<file path="src/rtl/exponent_pkg.sv">
// Shared definitions for the exponent engine: FSM states and default widths.
package exponent_pkg;

  localparam int unsigned W_DEFAULT = 32;
  localparam int unsigned E_DEFAULT = 32;

  typedef enum logic [1:0] {
    IDLE    = 2'd0,
    COMPUTE = 2'd1,
    DONE    = 2'd2
  } state_t;

endpackage : exponent_pkg

</file>
<file path="src/rtl/exp_mul.sv">
// Combinational unsigned multiplier, W x W -> 2W.
// Ports: a_i, b_i  operands (W bits)
//        prod_o    full-width product (2W bits)
module exp_mul #(
  parameter int unsigned W = 32
) (
  input  logic [W-1:0]   a_i,
  input  logic [W-1:0]   b_i,
  output logic [2*W-1:0] prod_o
);

  // Zero-extend both operands so the product is formed at full 2W width.
  assign prod_o = {{W{1'b0}}, a_i} * {{W{1'b0}}, b_i};

endmodule : exp_mul

</file>
<file path="src/rtl/exponent_engine.sv">
// Sequential x^a mod 2^W using right-to-left square-and-multiply, one exponent
// bit per cycle, with a sticky flag when the true result exceeds W bits.
// Ports: clock, reset_n  rising-edge clock, synchronous active-low reset
//        start, x, a     request and operands (sampled when in_ready)
//        in_ready        engine idle, start accepted this cycle
//        p, overflow     result and overflow flag, valid while p_valid
//        p_valid, p_ready result handshake
module exponent_engine
  import exponent_pkg::*;
#(
  parameter int unsigned W = W_DEFAULT,
  parameter int unsigned E = E_DEFAULT
) (
  input  logic         clock,
  input  logic         reset_n,
  input  logic         start,
  input  logic [W-1:0] x,
  input  logic [E-1:0] a,
  output logic         in_ready,
  output logic [W-1:0] p,
  output logic         overflow,
  output logic         p_valid,
  input  logic         p_ready
);

  state_t         state_q, state_d;
  logic [W-1:0]   acc_q, acc_d;
  logic [W-1:0]   base_q, base_d;
  logic [E-1:0]   e_q, e_d;
  logic [W-1:0]   p_q, p_d;
  logic           ovf_q, ovf_d;
  logic           pv_q, pv_d;

  logic [2*W-1:0] mul_acc;
  logic [2*W-1:0] mul_sq;

  // acc*base for the multiply step, base*base for the square step.
  exp_mul #(.W(W)) u_mul_acc (
    .a_i    (acc_q),
    .b_i    (base_q),
    .prod_o (mul_acc)
  );

  exp_mul #(.W(W)) u_mul_sq (
    .a_i    (base_q),
    .b_i    (base_q),
    .prod_o (mul_sq)
  );

  // State and datapath registers.
  always_ff @(posedge clock) begin
    if (!reset_n) begin
      state_q <= IDLE;
      acc_q   <= W'(1);
      base_q  <= '0;
      e_q     <= '0;
      p_q     <= W'(1);
      ovf_q   <= 1'b0;
      pv_q    <= 1'b0;
    end else begin
      state_q <= state_d;
      acc_q   <= acc_d;
      base_q  <= base_d;
      e_q     <= e_d;
      p_q     <= p_d;
      ovf_q   <= ovf_d;
      pv_q    <= pv_d;
    end
  end

  // Next-state and datapath update.
  always_comb begin
    state_d = state_q;
    acc_d   = acc_q;
    base_d  = base_q;
    e_d     = e_q;
    p_d     = p_q;
    ovf_d   = ovf_q;
    pv_d    = pv_q;

    unique case (state_q)
      IDLE: begin
        if (start) begin
          base_d  = x;
          e_d     = a;
          acc_d   = W'(1);
          ovf_d   = 1'b0;
          state_d = COMPUTE;
        end
      end

      COMPUTE: begin
        if (e_q == '0) begin
          p_d     = acc_q;
          pv_d    = 1'b1;
          state_d = DONE;
        end else begin
          if (e_q[0]) begin
            acc_d = mul_acc[W-1:0];
            if (mul_acc[2*W-1:W] != '0) ovf_d = 1'b1;
          end
          base_d = mul_sq[W-1:0];
          // A square only matters if a higher exponent bit will consume it.
          if (((e_q >> 1) != '0) && (mul_sq[2*W-1:W] != '0)) ovf_d = 1'b1;
          e_d = e_q >> 1;
        end
      end

      DONE: begin
        if (p_ready) begin
          pv_d    = 1'b0;
          state_d = IDLE;
        end
      end

      default: state_d = IDLE;
    endcase
  end

  assign in_ready = (state_q == IDLE);
  assign p        = p_q;
  assign overflow = ovf_q;
  assign p_valid  = pv_q;

endmodule : exponent_engine

</file>
<file path="config.mk">
export PLATFORM = sky130hd
export DESIGN_NAME = exponent_engine
export DESIGN_NICKNAME = d
export VERILOG_FILES = /design/src/rtl/exponent_pkg.sv /design/src/rtl/exp_mul.sv /design/src/rtl/exponent_engine.sv
export SDC_FILE = /design/constraint.sdc
export NUM_CORES = 2
export LEC_CHECK = 0
export ABC_CLOCK_PERIOD_IN_PS = 8400
export CELL_PAD_IN_SITES_DETAIL_PLACEMENT = 1
export CELL_PAD_IN_SITES_GLOBAL_PLACEMENT = 1
export CORE_UTILIZATION = 47
export DETAILED_ROUTE_END_ITERATION = 8
export PLACE_DENSITY_LB_ADDON = 0.1
export SLEW_MARGIN = 20
export SYNTH_ARGS = -nofsm -noshare
export SYNTH_HDL_FRONTEND = slang
export SYNTH_HIERARCHICAL = 1
export SYNTH_SLANG_ARGS = --single-unit
</file>
<file path="constraint.sdc">
create_clock -name clock -period 8.4 [get_ports clock]
set_input_delay 1.68 -clock clock [delete_from_list [all_inputs] [get_ports clock]]
set_output_delay 1.68 -clock clock [all_outputs]
set_load 0.05 [all_outputs]
</file>
==> results.cfg <==
[run_status]
status = complete, no violations

[grt]
overflow = 0
grt_usage_pct = 29.8
antenna_found_initial = 7
grt_max_degree = 74
grt_pass1_vias = 64521
grt_pass1_wl_um = 362000

[sta]
setup_viol = 0
slew_viol_final = 0
rsz0062_at_grt = true
period_share_pct = 99.0
fin_crit_ps = 8320
fin_tns_setup_ps = 0
max_slew_margin_pct = 30.2
skew_ps = 24.6
worst_pin_slew_ps = 1050
hold_viol_final = 0
max_freq_mhz = 120

[drt]
via_per_inst = 5.36
wl_per_cell_um = 22.1
drtIter0Drc = 2330
drc = 0
ant_nets = 0
wl_um = 226000
first_pass_iters = 5
vias = 54935

[setup_path]
critPathLaunchType = flip-flop
critPathSlowestCell = fa_1
worstSetupEndpointType = flip-flop
crit_buf_inv = 8
critPathTopFamily = adder cells
path_common_cell = fa_1
worstSetupPathType = flip-flop to flip-flop
crit_required_ps = 8820
crit_fanout = 27
crit_arrival_ps = 8740
critPathMaxStageDelay_ps = 560

[place]
dpl-instance-area_um2 = 78800
dpl.hpwl_um = 182000
gp_congestion = 0.914
io_buffers = 102

[logic_synthesis]
syn-num-nets = 10442
synth-edff-count = 0
synth-async-reset-ratio_pct = 0
syn_inst = 8056
syn_area_per_cell_um2 = 9.06
synth.yosys.warnings = 6
synth_ff_type = dfxtp_1
syn_area_um2 = 73000
yosysSeqAreaShare_pct = 3.62
yosys_register_bits = 132
synth_cell_type_count = 88

[floorplan]
rows = 144
start_util_pct = 47.4
fp.dieW_um = 396
fp.coreArea_um2 = 154000
die_y_um = 396
dieArea_um2 = 157000
pin_count = 103

[clocking]
cts_buffers = 17
cts_root_buf = clkbuf_16
cts.path.max_buffers = 2
htreeDepth = 4
clkTransAtPathRegs_ps = 80
clk-insertion-delay-late_ps = 530
cts_tree = built
clock_sinks = 132

[finish]
area_growth_pct = 11.1
stdcell_area_um2 = 81100
drive_above_1_share_pct = 8.81
nFillCells = 17581
fin_nets = 10579

[min_path]
hold_path_class = flip-flop to flip-flop

[job]
max_cap_viol_count = 0
-- cells by family after synthesis --
kind of cell / count (synthesis) / synth area share, %
adder cells (fa/ha/maj): 2318 / 58.2
AO/OA/AOI/OAI: 602 / 5.65
multiplexers: 98 / 1.35
flip-flops: 132 / 3.62
AND/OR/NAND/NOR: 2572 / 18.2
buffers and inverters: 2218 / 11.5
XOR/XNOR: 116 / 1.39
-- placed cells by master, fill, tap and decap left out, types with 61 or more instances in the layout --
| cell | netlist | final |
|---|---|---|
| a21o_1 | 61 | 61 |
| nor2_1 | 88 | 85 |
| fa_1 | 1792 | 1780 |
| inv_1 | 1731 | 1728 |
| o21ai_0 | 139 | 124 |
| buf_4 | 5 | 392 |
| o211a_1 | 64 | 64 |
| dfxtp_1 | 132 | 94 |
| ha_1 | 526 | 505 |
| xnor2_1 | 74 | 73 |
| and2_1 | 1211 | 1210 |
| nand2_1 | 1005 | 1004 |
| mux2i_1 | 97 | 97 |
| buf_12 | 0 | 78 |
| a21oi_1 | 154 | 135 |
| clkdlybuf4s50_1 | 0 | 101 |
-- cell type report --
type | instances | area (um2) | area share (%)
timing repair buffer | 605 | 6000 | 7.40
clock inverter | 15 | 186 | 0.230
clock buffer | 17 | 425 | 0.525
sequential | 132 | 2780 | 3.42
antenna | 4 | 10.0 | 0.0123
multi-input combinational | 5706 | 62600 | 77.2
tap | 2044 | 2560 | 3.15
inverter | 1731 | 6500 | 8.01
-- cells in the mapped netlist (5+ instances only) --
master	instances	area share [%]
a311oi_1	5	0.060
nand2_1	1005	5.2
and3_1	21	0.18
nand3_1	56	0.38
nand2b_1	17	0.15
a21oi_1	154	1.1
nand3b_1	5	0.051
xor2_1	42	0.50
a211o_1	5	0.060
mux2i_1	97	1.3
o21ai_0	139	0.95
o21a_1	12	0.12
o21bai_1	19	0.20
nor2_1	88	0.45
a21o_1	61	0.63
o31ai_1	8	0.082
inv_1	1731	8.9
nor4_1	31	0.27
buf_4	5	0.051
a31oi_1	14	0.12
a211oi_1	9	0.093
o211a_1	64	0.88
fa_1	1792	49
ha_1	526	9.0
o211ai_1	10	0.10
nor2b_1	48	0.41
or3_1	11	0.094
dfxtp_1	132	3.6
a21boi_0	36	0.37
nand4_1	34	0.29
nor3b_1	6	0.062
buf_6	7	0.11
nor3_1	18	0.12
clkbuf_1	453	2.3
and2_1	1211	10
buf_2	19	0.13
xnor2_1	74	0.89
-- worst reg2reg max path: cells and delay by family (launching register included) --
kind,cells,cell delay (ps)
compound gates,7,1510
xor+xnor,1,170
flops,1,370
fa+ha+maj,9,4400
simple gates,5,880
buf+inv,8,900
-- per-stage QoR --
step           cells  hold WS (ps)  setup WS [ps]  utilization, %
2_1_floorplan   8056           485            656               -
3_3_place_gp   10144           466           -232            51.1
3_5_place_dp   10144           476           -263            51.2
4_1_cts        10219           494          0.792            52.0
5_1_grt        10250           546           -178            52.6
6_report       10254           490           82.0            52.6
-- what timing repair did --
action | 4_1_cts | 5_1_grt
setup endpoints to repair | 1 | 1
hold buffers | 0 | 0
setup buffers | 43 | 26
resized for setup | 48 | 133
gates cloned | 0 | 5
pin swaps | 22 | 54
-- final timing paths --
path,startpoint,to,slack (ps),cells past startpoint
max,base_q[11],overflow,80,30
min,p[0],p[0],490,2
max reg2reg,base_q[11],overflow,80,30
min reg2reg,p[0],p[0],490,2
-- per-layer routing --
| metal | up-vias | routed length (um) | GRT usage, % |
|---|---|---|---|
| li1 | 24072 | - | - |
| met1 | 29329 | 90600 | 36.6 |
| met2 | 1124 | 117000 | 53.1 |
| met3 | 406 | 7570 | 2.95 |
| met4 | 4 | 11300 | 12.6 |
| met5 | - | 25 | 0 |
-- sequential cells by signal, indices dropped and copies added (netlist names) --
register,count
overflow,1
p,32
e_q,32
state_q,2
p_valid,1
base_q,32
acc_q,32
Power is not shown: default switching activity piles up to over one toggle a cycle in this logic, so the estimate is an artifact.
